--- src/rtl/i2s_sample_scheduler.sv ---
// i2s_sample_scheduler: buffers left/right samples in per-channel FIFOs and
// presents the next channel's word to the I2S serializer on each DONE rise.
// Optional feature: define SCHED_UNDERRUN_CNT_EN to add the saturating
// underrun_count output.
module i2s_sample_scheduler #(
   parameter int unsigned DIN_W         = 16,
   parameter int unsigned DEPTH         = 4,
   parameter int unsigned PRIME_LVL     = 2,
   parameter int unsigned UNDERRUN_HOLD = 0
) (
   input  logic             clk,
   input  logic             rst,
   input  logic             enable,
   input  logic [DIN_W-1:0] l_data,
   input  logic             l_valid,
   output logic             l_ready,
   input  logic [DIN_W-1:0] r_data,
   input  logic             r_valid,
   output logic             r_ready,
   input  logic             done_in,
   output logic [DIN_W-1:0] data_out,
   output logic             chan,
   output logic             underrun,
   output logic [1:0]       state
`ifdef SCHED_UNDERRUN_CNT_EN
   ,
   output logic [15:0]      underrun_count
`endif
);

   localparam int unsigned AW = $clog2(DEPTH);
   localparam int unsigned PW = AW + 1;

   typedef enum logic [1:0] {
      IDLE  = 2'b00,
      PRIME = 2'b01,
      RUN   = 2'b10
   } state_t;

   state_t           state_q, state_d;
   logic [DIN_W-1:0] data_d;
   logic             chan_d;
   logic             underrun_d;
   logic             pop_l, pop_r;
   logic [DIN_W-1:0] hold_l, hold_r, hold_l_d, hold_r_d;
   logic [DIN_W-1:0] fill_l, fill_r;

   logic [DIN_W-1:0] l_mem [DEPTH];
   logic [DIN_W-1:0] r_mem [DEPTH];
   logic [PW-1:0]    l_wr, l_rd, r_wr, r_rd;
   logic [PW-1:0]    l_lvl, r_lvl;
   logic             l_full, l_empty, r_full, r_empty;
   logic             l_push, r_push;
   logic             prime_ok;

   logic             s1, s2, s3;
   logic             done_pulse;

   // FIFO status from the extended-pointer scheme
   assign l_full   = (l_wr[PW-1] != l_rd[PW-1]) && (l_wr[AW-1:0] == l_rd[AW-1:0]);
   assign r_full   = (r_wr[PW-1] != r_rd[PW-1]) && (r_wr[AW-1:0] == r_rd[AW-1:0]);
   assign l_empty  = (l_wr == l_rd);
   assign r_empty  = (r_wr == r_rd);
   assign l_lvl    = l_wr - l_rd;
   assign r_lvl    = r_wr - r_rd;
   assign l_ready  = ~l_full;
   assign r_ready  = ~r_full;
   assign l_push   = l_valid & ~l_full;
   assign r_push   = r_valid & ~r_full;
   assign prime_ok = (l_lvl >= PW'(PRIME_LVL)) && (r_lvl >= PW'(PRIME_LVL));

   assign fill_l     = (UNDERRUN_HOLD != 0) ? hold_l : '0;
   assign fill_r     = (UNDERRUN_HOLD != 0) ? hold_r : '0;
   assign done_pulse = s2 & ~s3;
   assign state      = state_q;

   // FIFO storage; contents are don't-care until written
   always_ff @(posedge clk) begin
      if (l_push) l_mem[l_wr[AW-1:0]] <= l_data;
      if (r_push) r_mem[r_wr[AW-1:0]] <= r_data;
   end

   // FIFO pointers
   always_ff @(posedge clk or posedge rst) begin
      if (rst) begin
         l_wr <= '0;
         l_rd <= '0;
         r_wr <= '0;
         r_rd <= '0;
      end else begin
         if (l_push) l_wr <= l_wr + PW'(1);
         if (pop_l)  l_rd <= l_rd + PW'(1);
         if (r_push) r_wr <= r_wr + PW'(1);
         if (pop_r)  r_rd <= r_rd + PW'(1);
      end
   end

   // DONE synchronizer plus edge-detect flop
   always_ff @(posedge clk or posedge rst) begin
      if (rst) begin
         s1 <= 1'b0;
         s2 <= 1'b0;
         s3 <= 1'b0;
      end else begin
         s1 <= done_in;
         s2 <= s1;
         s3 <= s2;
      end
   end

   // State and registered outputs
   always_ff @(posedge clk or posedge rst) begin
      if (rst) begin
         state_q  <= IDLE;
         data_out <= '0;
         chan     <= 1'b0;
         underrun <= 1'b0;
         hold_l   <= '0;
         hold_r   <= '0;
      end else begin
         state_q  <= state_d;
         data_out <= data_d;
         chan     <= chan_d;
         underrun <= underrun_d;
         hold_l   <= hold_l_d;
         hold_r   <= hold_r_d;
      end
   end

   // Next-state, pop requests and next output values
   always_comb begin
      state_d    = state_q;
      data_d     = data_out;
      chan_d     = chan;
      underrun_d = 1'b0;
      pop_l      = 1'b0;
      pop_r      = 1'b0;
      hold_l_d   = hold_l;
      hold_r_d   = hold_r;
      case (state_q)
         IDLE: begin
            data_d = '0;
            chan_d = 1'b0;
            if (enable) state_d = PRIME;
         end
         PRIME: begin
            if (!enable) begin
               state_d = IDLE;
               data_d  = '0;
               chan_d  = 1'b0;
            end else if (prime_ok) begin
               pop_l    = 1'b1;
               data_d   = l_mem[l_rd[AW-1:0]];
               hold_l_d = l_mem[l_rd[AW-1:0]];
               chan_d   = 1'b0;
               state_d  = RUN;
            end
         end
         RUN: begin
            if (!enable) begin
               state_d = IDLE;
               data_d  = '0;
               chan_d  = 1'b0;
            end else if (done_pulse) begin
               chan_d = ~chan;
               if (chan) begin
                  if (!l_empty) begin
                     pop_l    = 1'b1;
                     data_d   = l_mem[l_rd[AW-1:0]];
                     hold_l_d = l_mem[l_rd[AW-1:0]];
                  end else begin
                     data_d     = fill_l;
                     underrun_d = 1'b1;
                  end
               end else begin
                  if (!r_empty) begin
                     pop_r    = 1'b1;
                     data_d   = r_mem[r_rd[AW-1:0]];
                     hold_r_d = r_mem[r_rd[AW-1:0]];
                  end else begin
                     data_d     = fill_r;
                     underrun_d = 1'b1;
                  end
               end
            end
         end
         default: begin
            state_d = IDLE;
            data_d  = '0;
            chan_d  = 1'b0;
         end
      endcase
   end

`ifdef SCHED_UNDERRUN_CNT_EN
   // Saturating underrun counter, restarted each time the scheduler is enabled
   always_ff @(posedge clk or posedge rst) begin
      if (rst) begin
         underrun_count <= '0;
      end else if ((state_q == IDLE) && (state_d == PRIME)) begin
         underrun_count <= '0;
      end else if (underrun_d && (underrun_count != 16'hFFFF)) begin
         underrun_count <= underrun_count + 16'd1;
      end
   end
`else
   // Counter absent in this build
`endif

endmodule

--- config.mk ---
export PLATFORM = sky130hd
export DESIGN_NAME = i2s_sample_scheduler
export DESIGN_NICKNAME = d
export VERILOG_FILES = /design/src/rtl/i2s_sample_scheduler.sv
export SDC_FILE = /design/constraint.sdc
export NUM_CORES = 1
export LEC_CHECK = 0
export BUFFER_PORTS_ARGS = -buffer_cell sky130_fd_sc_hd__clkbuf_2
export CAP_MARGIN = 25
export CORE_ASPECT_RATIO = 0.5
export CORE_MARGIN = 2
export CORE_UTILIZATION = 59
export DETAILED_ROUTE_END_ITERATION = 8
export GPL_ROUTABILITY_DRIVEN = 0
export PLACE_DENSITY = 0.79
export REMOVE_ABC_BUFFERS = 1
export SYNTH_ARGS = -nofsm -noshare
export SYNTH_HDL_FRONTEND = slang
export SYNTH_SLANG_ARGS = --single-unit
--- constraint.sdc ---
create_clock -name clk -period 3.6 [get_ports clk]
set_clock_uncertainty 0.1 [all_clocks]
set_input_delay 0 -clock clk [delete_from_list [all_inputs] [get_ports clk]]
set_output_delay 0 -clock clk [all_outputs]
set_load 0.05 [all_outputs]
==> Yosys cells after proc, flatten, opt, wreduce, memory -nomap -nowiden <==
Memories as Yosys holds them, arrays and structs flattened.
Cells that the tools add are included.
{ "op_classes": {"n_addsub": 6, "magnitude_cmp": 2, "eq_ne": 12, "mux": 40, "bitwise_logic": 7, "reduce_logical": 6} }
{ "ops": {"columns": ["operator", "count"], "rows": [
  ["16-bit two-way mux", 7],
  ["16-bit case mux with 2 select lines", 1],
  ["1-bit two-way mux", 25],
  ["3-bit by 1-bit adder with 3-bit output (second input constant)", 4],
  ["2-bit two-way mux", 4],
  ["3-bit == test", 2],
  ["3-bit by 2-bit >= comparator with 1-bit output (second input constant)", 2],
  ["3-bit inequality test (second input constant)", 2],
  ["2-bit case mux with 3 select lines", 1],
  ["3-bit subtractor", 2],
  ["2-bit == test", 2],
  ["2-bit inequality test (second input constant)", 2],
  ["1-bit NOT", 4],
  ["1-bit case mux with 2 select lines", 2],
  ["1-bit AND", 3],
  ["1-bit logical AND", 3],
  ["3-bit AND reduction", 1],
  ["2-bit by 1-bit == test with 1-bit output (second input constant)", 1],
  ["2-bit == test (second input constant)", 1],
  ["2-bit zero test", 1],
  ["1-bit inequality test", 2],
  ["2-bit AND reduction", 1]
]} }
{ "totals": {"register_bits": 35, "ramBits": 128, "input_bits": 38, "output_inout_bits": 22, "wordCells": 86, "mem_count": 2} }
{ "mem_list": {"columns": ["memory", "words", "width", "read_ports", "rd_ports_with_merged_regs", "write_ports", "line", "source"], "rows": [
  ["l_mem", 4, 16, 1, 0, 1, "48", "logic [DIN_W-1:0] l_mem [DEPTH];"],
  ["r_mem", 4, 16, 1, 0, 1, "49", "logic [DIN_W-1:0] r_mem [DEPTH];"]
]} }

==> Depth between registers and ports, before layout <==
Gate-level depths: netlist (run 1).
{ "depth": {"ltp_word": 6, "depth_mapped": 9, "ltp_nobuf": 7} }

==> Worst setup path before layout (run 1) <==
OpenSTA, ideal clock, no wires.
{ "synth_path": {"path_type": "register -> register", "startpoint": "register l_rd[1]", "endpoint": "memory l_mem[3][0] (enable)", "setup_time_ns": 0.375, "arrival_time_ns": 2.140, "t_required_ns": 3.125, "path_slack_ns": 0.985, "stages_incl_launch_ff": 7, "n_path_buf": 2, "period_less_slack_ns": 2.615, "path_cell_list": "dfrtp_1 clkbuf_1 buf_2 inv_1 ha_1 a31oi_1 and2_1"} }
{ "synth_via": {"elab_chain_cells": 6} }
{ "synth_lines": {"columns": ["element", "line", "source"], "rows": [
  ["from (decl)", "50", "logic [PW-1:0] l_wr, l_rd, r_wr, r_rd;"],
  ["from (signal assigned)", "92", "if (pop_l) l_rd <= l_rd + PW'(1);"],
  ["2-bit == test", "60", "assign l_full = (l_wr[PW-1] != l_rd[PW-1]) && (l_wr[AW-1:0] == l_rd[AW-1:0]);"],
  ["1-bit logical AND", "60", null],
  ["1-bit NOT", "68", "assign l_push = l_valid & ~l_full;"],
  ["1-bit AND", "68", null],
  ["1-bit two-way mux", "79", "if (l_push) l_mem[l_wr[AW-1:0]] <= l_data;"],
  ["1-bit two-way mux (not written as such)", "79", null],
  ["to (decl)", "48", null]
]} }
No other way between the ends.

==> Final worst setup path (run 1) <==
{ "layout_path": {"startpoint": "register l_wr[0]", "endpoint": "register data_out[11]"} }
{ "layout_via": {"elab_chain_cells": 6, "word_cells_on_any_way": 11, "classes_between": "1 x add/sub; 1 x order compare; 2 x eq/ne; 5 x mux; 2 x reduce/logical"} }
{ "layout_lines": {"columns": ["element", "line", "source"], "rows": [
  ["from (decl)", "50", null],
  ["from (signal assigned)", "91", "if (l_push) l_wr <= l_wr + PW'(1);"],
  ["parallel branches: the longest is 6 deep, another holds 3-bit subtractor", null, null],
  ["to (signal assigned)", "122", "data_out <= data_d;"],
  ["to (decl)", "21", "output logic [DIN_W-1:0] data_out,"]
]} }
Several ways; the timed one is not identified. The select of a mux whose other input is x is not followed.
A chain may end at the register's enable or synchronous reset.

==> tab_implementation.tex, run 1 <==
\begin{tabular}{lr}
\hline
Metric & Value \\
\hline
\multicolumn{2}{l}{\textbf{Yosys}} \\
\quad Top post-synthesis cells by area & sky130\_fd\_sc\_hd\_\_edfxtp\_1 55\%, sky130\_fd\_sc\_hd\_\_dfrtp\_1 13\%, sky130\_fd\_sc\_hd\_\_mux4\_2 10\% \\
\quad Most numerous cell types in the synthesized netlist & 128 x sky130\_fd\_sc\_hd\_\_edfxtp\_1, 35 x sky130\_fd\_sc\_hd\_\_dfrtp\_1, 33 x sky130\_fd\_sc\_hd\_\_o2111ai\_1 \\
\quad Register bit total from synthesis & about 160 \\
\quad Top cell type by total area after synthesis & sky130\_fd\_sc\_hd\_\_edfxtp\_1 \\
\quad Number of enable flip-flop cells after synthesis & 128 \\
\quad Proportion of netlist area held by the largest area contributor & 55.2\% \\
\quad Mapped Avg Cell Area & 17.5 µm² \\
\quad Cell Area, Synth & between 6000 and 7000 µm² \\
\quad Gate Count Post-Synth & 397 \\
\quad Dominant synthesized flop cell & sky130\_fd\_sc\_hd\_\_edfxtp\_1 \\
\quad Warnings, synthesis & 0 \\
\quad Part of the Yosys area used for sequential elements & 67.8\% \\
\quad Most repeated cell in the gate-level netlist after synthesis & sky130\_fd\_sc\_hd\_\_edfxtp\_1 \\
\quad Post-synthesis async set-or-reset flop share & 21.5\% \\
\quad Netlist cell types & 39 \\
\multicolumn{2}{l}{\textbf{Final layout}} \\
\quad Number of nets in the finished design & roughly 560 \\
\quad Antenna Diode Count & 0 \\
\quad Final Non-Filler Cells & 671 \\
\quad Area growth from synthesis to final layout & 20.6\% \\
\quad Layout cells sized above 1 & 28.1\% \\
\quad Multi-input combinational cell area & 2060 µm² \\
\quad Final Core Density & 74.6\% \\
\quad Filler instances & 670 \\
\quad Sequential cell area & 4720 µm² \\
\multicolumn{2}{l}{\textbf{Floorplan}} \\
\quad Die X-Extent & 158 µm \\
\quad Overall die area & between 10000 and 15000 µm² \\
\quad Placement Rows & 27 \\
\quad Core outline area & 11200 µm² \\
\quad Die outline height & 80.8 µm \\
\quad Initial Utilization & between 60 and 70\% \\
\quad Top-level port count & 60 \\
\multicolumn{2}{l}{\textbf{Power and ir drop}} \\
\quad Sw Share & 36.6\% \\
\quad Proportion of power drawn by combinational gates & 37.7\% \\
\quad Internal power consumption & roughly 4600 µW \\
\quad Switching power summed over all nets & 2640 µW \\
\quad Peak VDD IR & 0.441 mV \\
\quad Part of the power in registers & 37.3\% \\
\quad Clock group share of total power & 25.0\% \\
\quad Static leakage & 0.00306 µW \\
\quad Power density of the placed cells & about 860 nW/µm² \\
\multicolumn{2}{l}{\textbf{Worst setup path}} \\
\quad Largest fanout on the critical path & 16 \\
\quad Kind of cell with the highest combined delay on the critical path & compound AO/OA/AOI/OAI gates \\
\quad Count of buffering cells on the critical path with inverters included & 1 \\
\quad Kind of critical path & register to register \\
\quad Worst reg-to-reg path cell count & 7 \\
\quad Startpoint class of the critical path & register \\
\quad CP endpoint kind & register \\
\quad Count of cell instances traversed by the critical path & 7 \\
\quad Worst endpoint required time & 3760 ps \\
\quad Arrival time at the worst endpoint & 2720 ps \\
\quad Critical path's slowest cell & sky130\_fd\_sc\_hd\_\_o211ai\_2 \\
\quad Worst-path cell chain & inv\_1 -> ha\_1 -> fa\_1 -> xnor3\_2 -> a22oi\_2 -> o211ai\_2 -> o2bb2ai\_1 \\
\quad Largest stage delay on the critical path & 620 ps \\
\multicolumn{2}{l}{\textbf{Min path}} \\
\quad Instance count along the most critical hold path & 3 \\
\quad Worst min path class & input port to register \\
\multicolumn{2}{l}{\textbf{Detailed routing}} \\
\quad Router iterations before antenna repair & 5 \\
\quad Top routing layer in use & met4 \\
\quad Drt via density & 5.99 \\
\quad Final WL & 14100 µm \\
\quad Total via count in the routed design & 4022 \\
\quad Post-detailed-route count of antenna-violating nets & 0 \\
\quad DRC errors left & 0 \\
\quad DRT iter0 DRCs & approximately 410 \\
\quad Routed len/inst & 21.0 µm \\
\quad DR WL met3 & slightly above 900 µm \\
\quad Met2 WL & 6830 µm \\
\quad Met1 WL & 6220 µm \\
\multicolumn{2}{l}{\textbf{STA}} \\
\quad Unrepaired setup endpoints after global routing & no \\
\quad Setup TNS after final layout & 0 ps \\
\quad Min cycle time layout & roughly 2600 ps \\
\quad Max-slew violation count & 0 \\
\quad Number of hold violations in the final report & 0 \\
\quad Number of setup violations in the final report & 0 \\
\quad Slew HR & between 40\% and 50\% \\
\quad Achievable Freq & 0.390 GHz \\
\quad Slew @ Worst Pin & $\sim$760 ps \\
\quad Crit share post-route & 71.2\% \\
\multicolumn{2}{l}{\textbf{GRT}} \\
\quad Total GRT Usage & 24.1\% \\
\quad Vias in the first global route & roughly 4000 \\
\quad Global-route wire length before repair & 21900 µm \\
\quad GR Overflow Total & 0 \\
\quad Largest net degree at the start of global routing & 36 \\
\quad Number of antenna violations at the first check in global routing & 0 \\
\multicolumn{2}{l}{\textbf{Clocking}} \\
\quad Number of buffers added for setup after CTS & 0 \\
\quad Clock-pin slew of the registers on the worst-case setup and hold paths & 60 ps \\
\quad Cell at the root of the clock tree & sky130\_fd\_sc\_hd\_\_clkbuf\_16 \\
\quad Clock tree from TritonCTS & yes \\
\quad Num CTS Buffers & 17 \\
\quad Clock Tree Buf Depth & 2 \\
\quad CTS H-tree depth & 4 \\
\quad Clk sink count & 163 \\
\quad Insertion delay of the later-clocked pin in the worst-skew pair & 420 ps \\
\multicolumn{2}{l}{\textbf{Placed design}} \\
\quad Port Buf Inserts & 59 \\
\quad HPWL after detailed placement & about 9000 µm \\
\quad Placed Cells & 605 \\
\multicolumn{2}{l}{\textbf{Flow run}} \\
\quad Total of max-cap violations & 0 \\
\multicolumn{2}{l}{\textbf{Outcome}} \\
\quad Status & finished clean \\
\hline
\end{tabular}
[worst register-to-register path: stages, from the launching register on]
cell and delay (ps):
sky130_fd_sc_hd__dfrtp_1 370, sky130_fd_sc_hd__inv_1 110, sky130_fd_sc_hd__ha_1 220, sky130_fd_sc_hd__fa_1 370
sky130_fd_sc_hd__xnor3_2 300, sky130_fd_sc_hd__a22oi_2 120, sky130_fd_sc_hd__o211ai_2 620, sky130_fd_sc_hd__o2bb2ai_1 200
[layer usage]
| metal | track usage [%] | vias up |
|---|---|---|
| li1 | - | 1829 |
| met1 | 33.9 | 2037 |
| met2 | 38.0 | 148 |
| met3 | 5.50 | 8 |
| met4 | 8.73 | 0 |
| met5 | 0 | - |
[cell type report]
class,count,share of cell area (%)
Timing Repair Buffer,111,9.24
Clock inverter,13,1.91
Sequential cell,163,56.2
Clock buffer,17,5.07
Inverter,14,0.626
Tap cell,159,2.37
Multi-Input combinational cell,194,24.6
[what timing repair did]
action | in CTS | in global routing
gates resized for setup | 0 | 0
endpoints found under the hold margin | 168 | 0
hold buffers | 36 | 0
[stage by stage]
step	cell area (µm²)	hold WS [ps]	power, µW	worst slack [ps]
finish	8400	96.7	7210	1040
global route	8400	114	7540	903
CTS	8400	66.5	7240	1060
detailed placement	7450	11.0	5380	1080
global placement	7450	6.01	5290	1190
floorplan	6840	-68.6	4580	909
[cell usage in the layout (no fill, tap or decap), types with 2 or more instances in the layout]
cell                            synthesis  final
sky130_fd_sc_hd__o21ai_0                4      4
sky130_fd_sc_hd__clkbuf_2               0     59
sky130_fd_sc_hd__a22o_1                 2      2
sky130_fd_sc_hd__edfxtp_1             128    128
sky130_fd_sc_hd__clkinv_1               0      2
sky130_fd_sc_hd__a21oi_1                2      2
sky130_fd_sc_hd__xnor2_1                4      4
sky130_fd_sc_hd__dlygate4sd3_1          0     36
sky130_fd_sc_hd__and2_1                 9      9
sky130_fd_sc_hd__xor2_1                 5      5
sky130_fd_sc_hd__o211ai_2               2      2
sky130_fd_sc_hd__o2bb2ai_1             16     16
sky130_fd_sc_hd__ha_1                  17     17
sky130_fd_sc_hd__dfrtp_1               35     35
sky130_fd_sc_hd__buf_4                  4     16
sky130_fd_sc_hd__nor3_1                 2      2
sky130_fd_sc_hd__nor2_1                 4      4
sky130_fd_sc_hd__mux4_2                32     32
sky130_fd_sc_hd__inv_6                  0      2
sky130_fd_sc_hd__nand2_1                9      9
sky130_fd_sc_hd__nand3_1               19     19
sky130_fd_sc_hd__o2111ai_1             33     33
sky130_fd_sc_hd__clkinv_4               0      2
sky130_fd_sc_hd__fa_1                   2      2
sky130_fd_sc_hd__a31oi_1                2      2
sky130_fd_sc_hd__clkbuf_16              0     17
sky130_fd_sc_hd__bufinv_16              0      3
sky130_fd_sc_hd__xnor3_2                2      2
sky130_fd_sc_hd__clkinvlp_4             0      3
sky130_fd_sc_hd__inv_1                 14     14
sky130_fd_sc_hd__and3_1                16     16
[power groups by stage]
stage	sequential, µW	clock, µW	combinational (µW)
floorplan	3000	0	1580
global placement	2710	0	2590
detailed placement	2730	0	2650
CTS	2700	1830	2710
global route	2730	1900	2910
finish	2690	1800	2720
[sequential cells by signal (all words and copies together), names as in the netlist, 2 cells and up]
signal / count
l_mem: 64
r_mem: 64
data_out: 16
l_rd: 3
l_wr: 3
r_rd: 3
r_wr: 3
state: 2
[path summary, 6_finish.rpt]
kind                                     start                  endpoint  slack, ps
max in group asynchronous                  rst  data_out[11]$_DFFE_PP0P_       2940
max reg2reg                l_wr[0]$_DFFE_PP0P_  data_out[11]$_DFFE_PP0P_       1040
min reg2reg                       s1$_DFF_PP0_              s2$_DFF_PP0_        250
min in group asynchronous                  rst      state[0]$_DFFE_PP0P_        110
max                        l_wr[0]$_DFFE_PP0P_  data_out[11]$_DFFE_PP0P_       1040
min                                     enable       l_rd[0]$_DFFE_PP0P_        100
[logic make-up (layout without fill, tap and decap cells)]
group | count (synthesis) | count (layout) | share of synthesized area [%]
DFF | 163 | 163 | 67.8
AOI/OAI and AO/OA | 68 | 68 | 8.59
and+or+nand+nor | 61 | 61 | 4.64
buffers and inverters | 40 | 155 | 2.57
muxes | 34 | 34 | 10.7
adders and majority gates | 19 | 19 | 3.63
xor gates and xnor gates | 12 | 12 | 2.05
Power figures use the tool's default switching activity.
==> inputs of run 2 (changes only) <==
- CORE_UTILIZATION: 59 -> 53
- PLACE_DENSITY: 0.79 -> 0.75
- clock period: 3.6 -> 2.31 ns (I/O delays scaled with it)
==> tab_implementation.tex, run 2 (same netlist as run 1, synthesis figures left out) <==
\begin{tabular}{lr}
\hline
Metric & Value \\
\hline
\multicolumn{2}{l}{\textbf{Outcome}} \\
\quad Status & finished clean \\
\multicolumn{2}{l}{\textbf{Detailed routing}} \\
\quad Routed len/inst & 19.9 µm \\
\quad Drt via density & 5.79 \\
\quad DRC errors left & 0 \\
\quad Router iterations before antenna repair & 4 \\
\quad Post-detailed-route count of antenna-violating nets & 0 \\
\quad Total via count in the routed design & 4072 \\
\quad DRT iter0 DRCs & 360 \\
\quad Final WL & roughly 14000 µm \\
\multicolumn{2}{l}{\textbf{GRT}} \\
\quad Vias in the first global route & roughly 4000 \\
\quad Total GRT Usage & 21.1\% \\
\quad Global Route met2 Usage & 32.7\% \\
\quad GR Overflow Total & 0 \\
\quad Met1 global-route usage & 29.8\% \\
\quad Global-route wire length before repair & 22100 µm \\
\quad Routing layer with the top usage in global route & met2 \\
\quad Number of antenna violations at the first check in global routing & 0 \\
\quad Met3 usage in global routing & 5.50\% \\
\quad Largest net degree at the start of global routing & 36 \\
\multicolumn{2}{l}{\textbf{Worst setup path}} \\
\quad Worst reg-to-reg path cell count & 7 \\
\quad Worst-path cell chain & inv\_2 -> ha\_1 -> fa\_2 -> xnor3\_2 -> a221oi\_4 -> o211ai\_2 -> mux2\_4 \\
\quad Launch instance of the worst register-to-register path & r\_wr[0]\$\_DFFE\_PP0P\_ \\
\quad Worst endpoint required time & 2520 ps \\
\quad Critical path's slowest cell & sky130\_fd\_sc\_hd\_\_dfrtp\_1 \\
\quad Startpoint class of the critical path & register \\
\quad Kind of cell with the highest combined delay on the critical path & adder cells \\
\quad CP startpoint & r\_wr[0]\$\_DFFE\_PP0P\_ \\
\quad Count of buffering cells on the critical path with inverters included & 1 \\
\quad Reg-to-Reg End & l\_rd[1]\$\_DFFE\_PP0P\_ \\
\quad Kind of critical path & register to register \\
\quad Largest stage delay on the critical path & approximately 400 ps \\
\quad Largest fanout on the critical path & 3 \\
\quad Worst setup endpoint & l\_rd[1]\$\_DFFE\_PP0P\_ \\
\quad Arrival time at the worst endpoint & 2430 ps \\
\quad Count of cell instances traversed by the critical path & 7 \\
\quad CP endpoint kind & register \\
\quad Worst R2R Setup Slack & 90 ps \\
\multicolumn{2}{l}{\textbf{Clocking}} \\
\quad Cell at the root of the clock tree & sky130\_fd\_sc\_hd\_\_clkbuf\_16 \\
\quad Clock tree from TritonCTS & yes \\
\quad Insertion delay of the later-clocked pin in the worst-skew pair & 430 ps \\
\quad Clk sink count & 163 \\
\quad Clock-pin slew of the registers on the worst-case setup and hold paths & 70 ps \\
\quad Clock Tree Buf Depth & 2 \\
\quad Num CTS Buffers & 17 \\
\quad CTS H-tree depth & 4 \\
\multicolumn{2}{l}{\textbf{STA}} \\
\quad Number of hold violations in the final report & 0 \\
\quad Min cycle time layout & 2220 ps \\
\quad Slew @ Worst Pin & 485 ps \\
\quad Crit share post-route & 96.1\% \\
\quad Slew HR & slightly below 70\% \\
\quad Unrepaired setup endpoints after global routing & no \\
\quad Achievable Freq & 0.450 GHz \\
\quad Max-slew violation count & 0 \\
\quad Number of setup violations in the final report & 0 \\
\multicolumn{2}{l}{\textbf{Power and ir drop}} \\
\quad Peak VDD IR & 0.884 mV \\
\quad Overall power consumption & between 10000 and 15000 µW \\
\quad Power density of the placed cells & around 1400 nW/µm² \\
\quad Static leakage & 0.00319 µW \\
\multicolumn{2}{l}{\textbf{Placed design}} \\
\quad HPWL after detailed placement & 8830 µm \\
\quad Post-DP Area & 7630 µm² \\
\quad Port Buf Inserts & 59 \\
\multicolumn{2}{l}{\textbf{Final layout}} \\
\quad Area growth from synthesis to final layout & 24.6\% \\
\quad Antenna Diode Count & 0 \\
\quad Final Instance Area & 8680 µm² \\
\quad Leading cell types in the layout, fill and taps excluded & 128 x sky130\_fd\_sc\_hd\_\_edfxtp\_1, 59 x sky130\_fd\_sc\_hd\_\_clkbuf\_2, 36 x sky130\_fd\_sc\_hd\_\_dlygate4sd3\_1, 35 x sky130\_fd\_sc\_hd\_\_dfrtp\_1 \\
\quad Final Core Density & 68.1\% \\
\quad Number of nets in the finished design & 577 \\
\quad Most common library cell in the layout ignoring fill and taps & sky130\_fd\_sc\_hd\_\_edfxtp\_1 \\
\quad Layout cells sized above 1 & 32.1\% \\
\multicolumn{2}{l}{\textbf{Floorplan}} \\
\quad Top-level port count & 60 \\
\quad Initial Utilization & about 55\% \\
\quad Die outline height & 85.0 µm \\
\quad Overall die area & approximately 14000 µm² \\
\quad Die X-Extent & roughly 170 µm \\
\quad Placement Rows & 29 \\
\quad Core outline area & 12700 µm² \\
\multicolumn{2}{l}{\textbf{Flow run}} \\
\quad Total of max-cap violations & 0 \\
\multicolumn{2}{l}{\textbf{Min path}} \\
\quad Worst min path class & input port to register \\
\quad Instance count along the most critical hold path & 3 \\
\hline
\end{tabular}
run 2: cell count changes in the layout (fill, tap and decap cells not counted), sizes merged:
cell / change
clkinv: -1
inv: +7
bufinv: -1
clkinvlp: -3
buf: +19
run 2: what timing repair did:
item	4_1_cts	5_1_grt
endpoints found under the setup margin	16	19
pin swaps	0	5
gates cloned	0	0
hold buffers	36	0
hold endpoints to repair	168	0
setup buffers	0	4
resized for setup	2	4
run 2: where the power goes:
group,total [µW],internal [µW],switching [µW]
combinational,4710,1920,2790
sequential,4180,3910,274
clock,2900,1640,1260
run 2: through the flow:
step	cells	setup WS, ps	TNS, ps	hold WS, ps
final	703	89.0	0	96.7
after global routing	703	6.81	0	118
after CTS	699	25.6	0	67.1
after detailed placement	631	-108	-1370	10.1
after global placement	631	-11.8	-125	6.11
after floorplan	371	-381	-51460	-68.6
run 2: per-layer routing:
| metal | share of wire [%] | up-vias |
|---|---|---|
| met5 | 0 | - |
| met4 | 1.2 | 0 |
| met3 | 5.9 | 16 |
| met2 | 48 | 99 |
| met1 | 45 | 2089 |
| li1 | - | 1868 |
run 2: cell type report:
type | instances | area [µm²]
Sequential cell | 163 | 4720
Fill cell | 819 | 4060
Multi-Input combinational cell | 194 | 2090
Timing Repair Buffer | 130 | 993
Clock buffer | 17 | 425
Tap cell | 170 | 213
Clock inverter | 15 | 183
Inverter | 14 | 52.6
run 2: worst reg2reg max path: stages, from the launching register on:
cell	delay, ps
sky130_fd_sc_hd__dfrtp_1	400
sky130_fd_sc_hd__inv_2	50
sky130_fd_sc_hd__ha_1	200
sky130_fd_sc_hd__fa_2	330
sky130_fd_sc_hd__xnor3_2	290
sky130_fd_sc_hd__a221oi_4	270
sky130_fd_sc_hd__o211ai_2	140
sky130_fd_sc_hd__mux2_4	320
run 2: worst min-delay path by stage:
stage / start / to / slack [ps]
3_3_place_gp: rst / r_wr[2]$_DFFE_PP0P_ / 6
5_1_grt: done_in / s1$_DFF_PP0_ / 120
2_1_floorplan: done_in / s1$_DFF_PP0_ / -70
4_1_cts: enable / state[1]$_DFFE_PP0P_ / 70
6_report: enable / l_rd[2]$_DFFE_PP0P_ / 100
3_5_place_dp: rst / r_wr[2]$_DFFE_PP0P_ / 10
